--- src/rtl/ds_dac_multi_if.sv ---
// rtl/ds_dac_multi_if.sv - sample handshake, control and 1-bit output bundle for ds_dac_multi
interface ds_dac_multi_if #(
  parameter int CHANNELS = 2,
  parameter int WIDTH    = 8
);
  logic [CHANNELS*WIDTH-1:0] sample_i;
  logic                      sample_valid_i;
  logic                      sample_ready_o;
  logic                      signed_i;
  logic                      mute_i;
  logic                      mode_i;
  logic                      muted_o;
  logic [CHANNELS-1:0]       dac_o;

  // Sample source / controller side
  modport master (
    output sample_i, sample_valid_i, signed_i, mute_i, mode_i,
    input  sample_ready_o, muted_o, dac_o
  );

  // DAC side
  modport slave (
    input  sample_i, sample_valid_i, signed_i, mute_i, mode_i,
    output sample_ready_o, muted_o, dac_o
  );
endinterface

--- src/rtl/ds_dac_multi.sv ---
// rtl/ds_dac_multi.sv - multi-channel delta-sigma DAC with double-buffered input, mute ramp and 1st/2nd-order modulators
module ds_dac_multi #(
  parameter int CHANNELS   = 2,
  parameter int WIDTH      = 8,
  parameter int UPDATE_DIV = 16,
  parameter int GAIN_BITS  = 4
) (
  input  logic          clk_i,
  input  logic          res_n_i,
  ds_dac_multi_if.slave bus
);
  localparam int CW = $clog2(UPDATE_DIV);
  localparam int GW = GAIN_BITS + 1;
  localparam int IW = WIDTH + 4;
  localparam int SW = WIDTH + 6;
  localparam int PW = WIDTH + GW + 2;
  localparam int DW = CHANNELS * WIDTH;

  localparam logic [CW-1:0]        CNT_LAST = CW'(UPDATE_DIV - 1);
  localparam logic [GW-1:0]        G_FULL   = GW'(2 ** GAIN_BITS);
  localparam logic [WIDTH-1:0]     MID      = WIDTH'(2 ** (WIDTH - 1));
  localparam logic signed [SW-1:0] I_MAX    = SW'(2 ** (IW - 1) - 1);
  localparam logic signed [SW-1:0] I_MIN    = SW'(-(2 ** (IW - 1)));
  localparam logic signed [SW-1:0] FB_ONE   = SW'(2 ** WIDTH);

  // Integrators clamp instead of wrapping so a full-scale input cannot flip the loop sign
  function automatic logic signed [IW-1:0] sat(input logic signed [SW-1:0] v);
    if (v > I_MAX) return I_MAX[IW-1:0];
    if (v < I_MIN) return I_MIN[IW-1:0];
    return v[IW-1:0];
  endfunction

  logic [CW-1:0] cnt_q;
  logic          tick;

  assign tick = (cnt_q == CNT_LAST);

  // Update-tick divider: one tick every UPDATE_DIV clocks
  always_ff @(posedge clk_i) begin
    if (!res_n_i)  cnt_q <= '0;
    else if (tick) cnt_q <= '0;
    else           cnt_q <= cnt_q + CW'(1);
  end

  logic [DW-1:0] conv;
  logic [DW-1:0] pending_q;
  logic [DW-1:0] active_q;
  logic          pending_full_q;
  logic          ready_q;
  logic          accept;

  assign accept = bus.sample_valid_i & ready_q;

  // Flipping each channel MSB maps two's complement onto offset binary
  always_comb begin
    conv = bus.sample_i;
    if (bus.signed_i) begin
      for (int n = 0; n < CHANNELS; n++) begin
        conv[n*WIDTH+WIDTH-1] = ~bus.sample_i[n*WIDTH+WIDTH-1];
      end
    end
  end

  // Double buffer: capture into pending, promote to active only on a tick
  always_ff @(posedge clk_i) begin
    if (!res_n_i) begin
      pending_q      <= {CHANNELS{MID}};
      active_q       <= {CHANNELS{MID}};
      pending_full_q <= 1'b0;
      ready_q        <= 1'b0;
    end else begin
      if (tick && pending_full_q) active_q <= pending_q;
      // ready_q implies pending is empty, so accept and promotion never coincide
      if (accept) begin
        pending_q      <= conv;
        pending_full_q <= 1'b1;
        ready_q        <= 1'b0;
      end else if (tick && pending_full_q) begin
        pending_full_q <= 1'b0;
        ready_q        <= 1'b1;
      end else begin
        ready_q        <= !pending_full_q;
      end
    end
  end

  logic [GW-1:0] g_q;
  logic [GW-1:0] g_next;
  logic          muted_q;

  // One gain step per tick toward 0 or full scale, saturating at both ends
  always_comb begin
    g_next = g_q;
    if (tick) begin
      if (bus.mute_i) begin
        if (g_q != '0) g_next = g_q - GW'(1);
      end else if (g_q != G_FULL) begin
        g_next = g_q + GW'(1);
      end
    end
  end

  // Gain register and its registered zero flag
  always_ff @(posedge clk_i) begin
    if (!res_n_i) begin
      g_q     <= '0;
      muted_q <= 1'b1;
    end else begin
      g_q     <= g_next;
      muted_q <= (g_next == '0);
    end
  end

  logic mode_q;
  logic mode_chg;

  assign mode_chg = (bus.mode_i != mode_q);

  // Registered copy of mode_i used to detect a modulator switch
  always_ff @(posedge clk_i) begin
    if (!res_n_i) mode_q <= 1'b0;
    else          mode_q <= bus.mode_i;
  end

  logic [CHANNELS-1:0] dac_q;

  for (genvar n = 0; n < CHANNELS; n++) begin : g_ch
    logic [WIDTH-1:0]        act;
    logic [WIDTH-1:0]        x;
    logic signed [WIDTH:0]   d;
    logic signed [PW-1:0]    prod;
    logic [WIDTH-1:0]        acc_q;
    logic [WIDTH:0]          sum1;
    logic signed [SW-1:0]    fb;
    logic signed [IW-1:0]    i1_q;
    logic signed [IW-1:0]    i2_q;
    logic signed [IW-1:0]    i1_n;
    logic signed [IW-1:0]    i2_n;
    logic                    dac_bit_q;

    assign act  = active_q[n*WIDTH +: WIDTH];
    assign d    = $signed({1'b0, act}) - $signed({1'b0, MID});
    assign prod = PW'(d) * PW'($signed({1'b0, g_q}));
    // Arithmetic shift floors toward -inf; result always fits 0..2^WIDTH-1
    assign x    = MID + WIDTH'(prod >>> GAIN_BITS);

    assign sum1 = {1'b0, acc_q} + {1'b0, x};
    assign fb   = dac_bit_q ? FB_ONE : '0;
    assign i1_n = sat(SW'(i1_q) + SW'($signed({1'b0, x})) - fb);
    assign i2_n = sat(SW'(i2_q) + SW'(i1_q) - fb);

    // Modulator state; a mode switch restarts both loops from zero with output low
    always_ff @(posedge clk_i) begin
      if (!res_n_i || mode_chg) begin
        acc_q     <= '0;
        i1_q      <= '0;
        i2_q      <= '0;
        dac_bit_q <= 1'b0;
      end else begin
        acc_q     <= sum1[WIDTH-1:0];
        i1_q      <= i1_n;
        i2_q      <= i2_n;
        dac_bit_q <= bus.mode_i ? ~i2_n[IW-1] : sum1[WIDTH];
      end
    end

    assign dac_q[n] = dac_bit_q;
  end

  assign bus.sample_ready_o = ready_q;
  assign bus.muted_o        = muted_q;
  assign bus.dac_o          = dac_q;
endmodule

--- src/flat_wrapper.sv ---
// flat-port wrapper written by rule: the top's interface ports become plain ports
module ds_dac_multi_flat 
#(
  parameter int CHANNELS   = 2,
  parameter int WIDTH      = 8,
  parameter int UPDATE_DIV = 16,
  parameter int GAIN_BITS  = 4
)
  (clk_i, res_n_i, bus_sample_i, bus_sample_valid_i, bus_signed_i, bus_mute_i, bus_mode_i, bus_sample_ready_o, bus_muted_o, bus_dac_o);
  ds_dac_multi_if #(.CHANNELS(CHANNELS), .WIDTH(WIDTH)) bus_i ();
  input  logic clk_i;
  input  logic res_n_i;
  input wire logic [$bits(bus_i.sample_i)-1:0] bus_sample_i;
  input wire logic [$bits(bus_i.sample_valid_i)-1:0] bus_sample_valid_i;
  input wire logic [$bits(bus_i.signed_i)-1:0] bus_signed_i;
  input wire logic [$bits(bus_i.mute_i)-1:0] bus_mute_i;
  input wire logic [$bits(bus_i.mode_i)-1:0] bus_mode_i;
  output wire logic [$bits(bus_i.sample_ready_o)-1:0] bus_sample_ready_o;
  output wire logic [$bits(bus_i.muted_o)-1:0] bus_muted_o;
  output wire logic [$bits(bus_i.dac_o)-1:0] bus_dac_o;
  assign bus_i.sample_i = bus_sample_i;
  assign bus_i.sample_valid_i = bus_sample_valid_i;
  assign bus_i.signed_i = bus_signed_i;
  assign bus_i.mute_i = bus_mute_i;
  assign bus_i.mode_i = bus_mode_i;
  assign bus_sample_ready_o = bus_i.sample_ready_o;
  assign bus_muted_o = bus_i.muted_o;
  assign bus_dac_o = bus_i.dac_o;
  ds_dac_multi #(.CHANNELS(CHANNELS), .WIDTH(WIDTH), .UPDATE_DIV(UPDATE_DIV), .GAIN_BITS(GAIN_BITS)) u_core (.clk_i(clk_i), .res_n_i(res_n_i), .bus(bus_i));
endmodule
--- config.mk ---
export PLATFORM = sky130hd
export DESIGN_NAME = ds_dac_multi_flat
export DESIGN_NICKNAME = d
export VERILOG_FILES = /design/src/rtl/ds_dac_multi_if.sv /design/src/rtl/ds_dac_multi.sv /design/src/flat_wrapper.sv
export SDC_FILE = /design/constraint.sdc
export NUM_CORES = 1
export LEC_CHECK = 0
export ABC_CLOCK_PERIOD_IN_PS = 7900
export CAP_MARGIN = 20
export CORE_ASPECT_RATIO = 1.2
export CORE_MARGIN = 2
export CORE_UTILIZATION = 41
export CTS_CLUSTER_SIZE = 40
export DETAILED_ROUTE_END_ITERATION = 12
export HOLD_SLACK_MARGIN = 0.06
export SKIP_LAST_GASP = 1
export SLEW_MARGIN = 15
export SYNTH_ARGS = -nofsm -noshare
export SYNTH_HDL_FRONTEND = slang
export SYNTH_SLANG_ARGS = --single-unit
--- constraint.sdc ---
create_clock -name clk_i -period 7.9 [get_ports clk_i]
set_input_delay 2.37 -clock clk_i [delete_from_list [all_inputs] [get_ports clk_i]]
set_output_delay 2.37 -clock clk_i [all_outputs]
set_load 0.05 [all_outputs]
==> metrics.csv, run 1 <==
stage;metric;value;unit
synth;Avg Inst Size Synth;8.555;µm²
critical_path;cell with the largest stage delay on the worst path;sky130_fd_sc_hd__dfxtp_1;
timing;total negative slack;0;ps
synth;distinct cell type count after synthesis;73;
timing;RSZ-0062 raised after global routing;false;
floorplanning;# IOs;26;
timing;count of final hold-check violations;0;
critical_path;Arrival @ worst endpoint;6750;ps
finish;most common library cell in the layout ignoring fill and taps;sky130_fd_sc_hd__nand2_1;
timing;remaining max-slew budget at the tightest pin;41.91;%
power;Clock power frac;33.4;%
power;part of the total power dissipated in combinational logic;21.1;%
placement;total of buffers placed on input and output ports;25;
power;VDD IR-drop max;0.1010;mV
power;register share of total power;45.5;%
clocking;number of buffers on the longest clock path;2;
synth;number of cells produced by synthesis;1089;
clocking;CTS tree;built;
timing;upper clock frequency limit;0.1551;GHz
synth;#FFs+latches synth;111;
floorplanning;initial cell density of the core;41.64;%
global_route;number of antenna violations at the first check in global routing;0;
route;number of design-rule violations left by the first detailed-router iteration;188;
finish;leading cell types in the layout, fill and taps excluded;sky130_fd_sc_hd__nand2_1 (114), sky130_fd_sc_hd__inv_1 (112), sky130_fd_sc_hd__dfxtp_1 (111);
route;final routed DRC violation total;0;
finish;number of nets in the layout;1264;
route;routed length per placed instance;13.50;µm
synth;Netlist Area Pre-Place;9316;µm²
route;vias per cell;5.211;
critical_path;largest fanout on the critical path;23;
timing;clock skew after layout;15.00;ps
clocking;count of buffers added by post-CTS timing repair for setup;0;
critical_path;critical path startpoint category;flip-flop;
clocking;clock input transition at the sequential cells of the worst setup and hold paths;70;ps
finish;share of layout cells above drive strength 1;4.745;%
global_route;maximum number of pins on one net before global-route repair;52;
clocking;clock tree sinks;111;
route;overall via count from detail_route;7165;
global_route;vias in the first global route;7128;
floorplanning;Die W;141.6;µm
worst_hold_path;kind of path behind the tightest hold check;reg2reg;
clocking;number of hold buffers added after CTS;0;
clocking;Inserted Clock Buffers;9;
floorplanning;die outline area;23950;µm²
placement;GP Congestion;0.8639;
synth;Async SR Flop Fraction;0;%
route;Routed Antenna Nets;0;
critical_path;Crit. End Element;flip-flop;
power;overall power consumption;0.001345;W
clocking;root cell of the clock tree;sky130_fd_sc_hd__clkbuf_16;
synth;post-synthesis sequential area ratio;23.85;%
clocking;cts repair resizes;0;
timing;min setup slack post-route;1453;ps
power;net switching power of the design;0.0004102;W
finish;synthesis-to-layout area growth;7.857;%
timing;final worst-path cycle share;81.60;%
global_route;global-route wire length before repair;32420;µm
timing;# setup viols final;0;
global_route;All-Layer GR Usage;16.26;%
placement;dpl hpwl;14860;µm
finish;ANT cells;0;
timing;Min Hold Slack;464.8;ps
timing;Worst Max-Slew Pin Slew;870.2;ps
placement;area post-placement;9768;µm²
timing;number of pins with negative max-slew slack in the final report;0;
finish;final std cell area, no fill;10050;µm²
clocking;clock latency at the later pin of the worst-skew pair;370;ps
synth;count of flip-flops with a built-in enable after synthesis;0;
finish;filler cell count in the final layout;2252;
timing;post-layout minimum cycle time;6447;ps
floorplanning;area of the placeable core;22370;µm²
clocking;CTS H-tree depth;3;
job;count of max-cap constraint violations;0;
route;Initial DRT Pass Iterations;4;
floorplanning;number of rows in the core area;60;
critical_path;CP Data Required Time;8210;ps
outcome;outcome;finished, final reports clean;
synth;primary flip-flop cell chosen by synthesis mapping;sky130_fd_sc_hd__dfxtp_1;
critical_path;Crit Path Class;reg2reg;
route;Total Wirelength;18560;µm
power;switching part of the total;30.50;%
global_route;overflow left after global routing;0;
power;areal power density over the cells;133.8;nW/µm²
critical_path;largest stage delay on the critical path;780;ps
floorplanning;die extent in y;169.1;µm
placement;setup slack at placement;1489;ps
power;cell internal pwr;0.0009345;W
synth;Mapped Nets;1262;
synth;number of warning messages in the yosys log;0;
power;leakage power figure;4.489;nW
## layout make-up
cell class / instances / area (µm²) / area share, %
Multi-Input combinational cell: 830 / 6511 / 64.80
Sequential cell: 111 / 2222 / 22.11
Inverter: 112 / 420.4 / 4.184
Tap cell: 279 / 349.1 / 3.474
Timing Repair Buffer: 27 / 265.3 / 2.640
Clock buffer: 10 / 229.0 / 2.279
Clock inverter: 6 / 51.30 / 0.5105
## kinds of logic after synthesis
family                     synth area share [%]
adders and majority gates                 24.31
muxes                                    0.5909
buffers and inverters                     6.258
and+or+nand+nor                           18.31
xor gates and xnor gates                  7.051
AOI/OAI and AO/OA                         19.63
DFF                                       23.85
## Yosys cell counts (all sizes together), types with 2 or more instances
cell / n / share of area [%]
o31ai: 5 / 0.46
o21a: 11 / 0.89
nand3b: 2 / 0.16
and2: 75 / 5.0
a211o: 2 / 0.19
o211a: 3 / 0.32
xnor2: 48 / 4.5
buf: 8 / 0.62
o21bai: 11 / 0.89
xor2: 27 / 2.5
a31o: 6 / 0.56
clkbuf: 28 / 1.1
nand2b: 12 / 0.81
nor3b: 2 / 0.27
nor4: 2 / 0.36
or3: 3 / 0.20
dfxtp: 111 / 24
nor2: 55 / 2.2
a22o: 2 / 0.19
ha: 101 / 14
a311o: 3 / 0.32
a2111oi: 3 / 0.35
a31oi: 8 / 0.54
o22ai: 3 / 0.20
o21ai: 45 / 2.8
a211oi: 12 / 1.1
and4: 2 / 0.19
a22oi: 4 / 0.32
a21o: 24 / 1.9
fa: 50 / 11
o211ai: 5 / 0.40
nor2b: 24 / 1.6
a21oi: 69 / 3.9
nand3: 14 / 0.75
inv: 112 / 4.5
a221oi: 5 / 0.54
a21boi: 32 / 2.6
nand2: 115 / 4.7
mux2i: 4 / 0.43
or2: 3 / 0.20
nor3: 12 / 0.70
o311ai: 3 / 0.28
and3: 8 / 0.59
nand4b: 2 / 0.19
## routing by layer
metal  track usage [%]  wire length [µm]
met1             19.31              8488
met4             5.435               304
met2             30.29              9509
met5                 0                 0
met3             1.834               257
## sequential cells by signal (all words and copies together) (netlist names)
signal and count:
u_core.active_q 16, u_core.bus.muted_o 1, u_core.bus.sample_ready_o 1, u_core.cnt_q 4
u_core.g_ch.acc_q 16, u_core.g_ch.dac_bit_q 2, u_core.g_ch.i1_q 24, u_core.g_ch.i2_q 24
u_core.g_q 5, u_core.mode_q 1, u_core.pending_full_q 1, u_core.pending_q 16
## path summary, 6_finish.rpt
| check | from | end | slack, ps | depth (start not counted) |
|---|---|---|---|---|
| setup reg to reg | u_core.g_q[2] | u_core.g_ch[1].i1_q[6] | 1450 | 25 |
| hold reg to reg | u_core.pending_q[0] | u_core.active_q[0] | 460 | 2 |
| hold / removal | u_core.pending_q[0] | u_core.active_q[0] | 460 | 2 |
| setup / recovery | u_core.g_q[2] | u_core.g_ch[1].i1_q[6] | 1450 | 25 |
## critical path, delay by kind of cell (launching register included)
kind	cells	cell delay [ps]
XOR/XNOR	2	250
adder cells (fa/ha/maj)	6	2210
flip-flops	1	780
buffers and inverters	3	240
AO/OA/AOI/OAI	9	2220
AND/OR/NAND/NOR	5	710
## power groups by stage
stage          sequential, W  clock, W  combinational, W
2_1_floorplan       0.000621         0          0.000224
3_3_place_gp        0.000624         0          0.000281
3_5_place_dp        0.000625         0          0.000283
4_1_cts             0.000612  0.000465          0.000285
5_1_grt             0.000616  0.000483          0.000322
6_report            0.000612  0.000450          0.000283
## per-stage QoR
step	cells	util, %
finish	1375	44.92
global route	1375	44.92
CTS	1375	44.92
detailed placement	1359	43.66
global placement	1359	43.66
floorplan	1089	-
Power figures use the tool's default switching activity.
==> run 2, diff against run 1 <==
--- a/config.mk
+++ b/config.mk
@@ -5,7 +5,7 @@
 export SDC_FILE = /design/constraint.sdc
 export NUM_CORES = 1
 export LEC_CHECK = 0
-export ABC_CLOCK_PERIOD_IN_PS = 7900
+export ABC_CLOCK_PERIOD_IN_PS = 5570
 export CAP_MARGIN = 20
 export CORE_ASPECT_RATIO = 1.2
 export CORE_MARGIN = 2
==> constraint.sdc (replaced) <==
create_clock -name clk_i -period 5.57 [get_ports clk_i]
set_input_delay 1.671 -clock clk_i [delete_from_list [all_inputs] [get_ports clk_i]]
set_output_delay 1.671 -clock clk_i [all_outputs]
set_load 0.05 [all_outputs]
==> run 2 against run 1 <==
Cell area is 9.2% higher; count of clock-buffer cells in the layout stayed put; combinational power is 50% higher; flip-flop and latch count stayed put; largest cell class unchanged; critical path type unchanged; maximum frequency is 18% higher; die area stayed put.
==> metrics.csv, run 2 (same netlist as run 1, synthesis figures left out) <==
stage;metric;value;unit
route;routed length per placed instance;13.42;µm
timing;final worst-path cycle share;98.04;%
timing;Worst Max-Slew Pin Slew;889.2;ps
finish;leading registers by flop count;u_core.g_ch.i1_q: 24 flops, u_core.g_ch.i2_q: 24 flops;
job;count of max-cap constraint violations;0;
clocking;CTS tree;built;
power;overall power consumption;0.001982;W
timing;upper clock frequency limit;0.1831;GHz
floorplanning;die extent in y;169.1;µm
finish;final std cell area, no fill;10970;µm²
finish;Post-Route Utilization;49.04;%
route;final routed DRC violation total;0;
finish;share of layout cells above drive strength 1;15.69;%
floorplanning;initial cell density of the core;41.64;%
placement;dpl hpwl;15380;µm
global_route;maximum number of pins on one net before global-route repair;49;
timing;RSZ-0062 raised after global routing;true;
placement;total of buffers placed on input and output ports;25;
power;switching part of the total;29.72;%
route;vias per cell;5.103;
clocking;clock tree sinks;111;
timing;count of final hold-check violations;0;
outcome;outcome;finished, final reports clean;
global_route;global-route wire length before repair;33180;µm
finish;count of placed standard cells in the final layout, fillers left out;1452;
finish;number of nets in the layout;1341;
clocking;number of buffers on the longest clock path;2;
power;part of the total power dissipated in combinational logic;21.4;%
power;Clock power frac;34.8;%
floorplanning;area of the placeable core;22370;µm²
route;overall via count from detail_route;7410;
global_route;number of antenna violations at the first check in global routing;0;
clocking;clock input transition at the sequential cells of the worst setup and hold paths;80;ps
clocking;Inserted Clock Buffers;9;
timing;remaining max-slew budget at the tightest pin;40.46;%
route;number of design-rule violations left by the first detailed-router iteration;237;
critical_path;slack of the worst reg-to-reg path;110;ps
route;Total Wirelength;19480;µm
finish;ANT cells;0;
floorplanning;die outline area;23950;µm²
power;net switching power of the design;0.0005891;W
finish;filler cell count in the final layout;2188;
placement;area post-placement;10260;µm²
route;Initial DRT Pass Iterations;4;
critical_path;largest fanout on the critical path;7;
clocking;number of hold buffers added after CTS;0;
global_route;All-Layer GR Usage;16.74;%
power;leakage power figure;4.930;nW
worst_hold_path;kind of path behind the tightest hold check;reg2reg;
floorplanning;Die W;141.6;µm
timing;clock skew after layout;15.15;ps
global_route;vias in the first global route;7297;
timing;number of pins with negative max-slew slack in the final report;0;
timing;post-layout minimum cycle time;5461;ps
floorplanning;number of rows in the core area;60;
clocking;CTS H-tree depth;3;
placement;number of placed instances, taps included;1423;
critical_path;Arrival @ worst endpoint;5700;ps
floorplanning;# IOs;26;
global_route;overflow left after global routing;0;
timing;# setup viols final;0;
power;cell internal pwr;0.001393;W
power;VDD IR-drop max;0.1458;mV
critical_path;critical path startpoint category;flip-flop;
timing;Min Hold Slack;464.3;ps
power;register share of total power;43.8;%
finish;leading cell types in the layout, fill and taps excluded;sky130_fd_sc_hd__nand2_1 (112), sky130_fd_sc_hd__inv_1 (112), sky130_fd_sc_hd__dfxtp_1 (106);
clocking;root cell of the clock tree;sky130_fd_sc_hd__clkbuf_16;
placement;GP Congestion;0.8057;
finish;synthesis-to-layout area growth;17.77;%
critical_path;CP Data Required Time;5810;ps
critical_path;Crit. End Element;flip-flop;
critical_path;Crit Path Class;reg2reg;
clocking;clock latency at the later pin of the worst-skew pair;370;ps
route;Routed Antenna Nets;0;
power;areal power density over the cells;180.7;nW/µm²
-- run 2: cell count changes in the layout (fill, tap and decap cells not counted), moves of 5 or more --
cell | before | now
sky130_fd_sc_hd__ha_1 | 101 | 90
sky130_fd_sc_hd__buf_4 | 2 | 77
sky130_fd_sc_hd__o21ai_0 | 32 | 26
sky130_fd_sc_hd__xnor2_1 | 48 | 42
sky130_fd_sc_hd__dfxtp_1 | 111 | 106
sky130_fd_sc_hd__a21oi_1 | 67 | 62
sky130_fd_sc_hd__ha_4 | 0 | 7
sky130_fd_sc_hd__xnor2_2 | 0 | 5
sky130_fd_sc_hd__a21oi_2 | 1 | 6
-- run 2: power groups by stage --
stage                     clock network [W]  registers (W)  logic, W
after floorplan                           0       0.000880  0.000318
after global placement                    0       0.000886  0.000410
after detailed placement                  0       0.000887  0.000414
after CTS                          0.000720       0.000869  0.000417
after global routing               0.000745       0.000873  0.000473
final                              0.000691       0.000868  0.000424
-- run 2: per-stage QoR --
step                setup TNS [ps]  worst slack, ps
global route                -817.8           -113.1
global placement            -678.3           -96.40
CTS                         -2.813           -2.813
floorplan                        0            2.998
finish                           0            109.2
detailed placement           -2761           -196.0
-- run 2: final timing paths --
check                        from                      to  cells past startpoint
max                 u_core.g_q[2]  u_core.g_ch[0].i1_q[3]                     27
min          u_core.pending_q[14]     u_core.active_q[14]                      2
max reg2reg         u_core.g_q[2]  u_core.g_ch[0].i1_q[3]                     27
min reg2reg  u_core.pending_q[14]     u_core.active_q[14]                      2
-- run 2: cell type report --
type                            instances  area [µm²]  area share [%]
Inverter                              112       420.4           3.832
Clock inverter                          6       72.57          0.6614
Multi-Input combinational cell        830        6804           62.01
Clock buffer                           10       239.0           2.178
Tap cell                              279       349.1           3.182
Sequential cell                       111        2236           20.38
Timing Repair Buffer                  104       850.8           7.755
-- run 2: critical path: stages (launching register included) --
cell	delay [ps]
sky130_fd_sc_hd__dfxtp_4	390
sky130_fd_sc_hd__buf_6	130
sky130_fd_sc_hd__buf_6	90
sky130_fd_sc_hd__nand2_2	60
sky130_fd_sc_hd__fa_1	550
sky130_fd_sc_hd__inv_1	50
sky130_fd_sc_hd__ha_1	270
sky130_fd_sc_hd__ha_1	260
sky130_fd_sc_hd__and4b_1	190
sky130_fd_sc_hd__and2_4	170
sky130_fd_sc_hd__fa_2	380
sky130_fd_sc_hd__a21o_1	170
sky130_fd_sc_hd__a21oi_2	140
sky130_fd_sc_hd__o21bai_1	90
sky130_fd_sc_hd__a21oi_1	190
sky130_fd_sc_hd__nor2b_1	70
sky130_fd_sc_hd__o21ai_1	110
sky130_fd_sc_hd__nand2b_1	100
sky130_fd_sc_hd__xnor2_2	240
sky130_fd_sc_hd__ha_4	260
sky130_fd_sc_hd__and2_1	180
sky130_fd_sc_hd__o21ai_2	190
sky130_fd_sc_hd__o31ai_4	120
sky130_fd_sc_hd__xnor2_2	180
sky130_fd_sc_hd__a31oi_2	110
sky130_fd_sc_hd__or3b_4	450
sky130_fd_sc_hd__o211ai_1	120
sky130_fd_sc_hd__a21oi_1	90
-- run 2: what timing repair did --
action,4_1_cts,5_1_grt
setup endpoints to repair,21,24
setup buffers,0,13
gates resized for setup,6,63
pin swaps,0,39
-- run 2: layer usage --
| metal | wire (µm) | vias to the layer above | global-route usage, % |
|---|---|---|---|
| met3 | 304 | 18 | 1.806 |
| met5 | 0 | - | 0 |
| met2 | 10310 | 65 | 31.57 |
| li1 | - | 3843 | - |
| met4 | 320 | 0 | 5.217 |
| met1 | 8546 | 3484 | 19.77 |
==> run 3, diff against run 2 <==
--- a/config.mk
+++ b/config.mk
@@ -12,6 +12,7 @@
 export CORE_UTILIZATION = 41
 export CTS_CLUSTER_SIZE = 40
 export DETAILED_ROUTE_END_ITERATION = 12
+export GPL_ROUTABILITY_DRIVEN = 1
 export HOLD_SLACK_MARGIN = 0.06
 export SKIP_LAST_GASP = 1
 export SLEW_MARGIN = 15
==> constraint.sdc (replaced) <==
create_clock -name clk_i -period 5.57 [get_ports clk_i]
set_input_delay 1.671 -clock clk_i [delete_from_list [all_inputs] [get_ports clk_i]]
set_output_delay 1.671 -clock clk_i [all_outputs]
set_load 0.01 [all_outputs]
==> results of run 3 <==
The final DEF is identical to that of run 2. Status: finished, final reports clean.
Among the figures that moved: total power 0.001982 W -> 0.001976 W
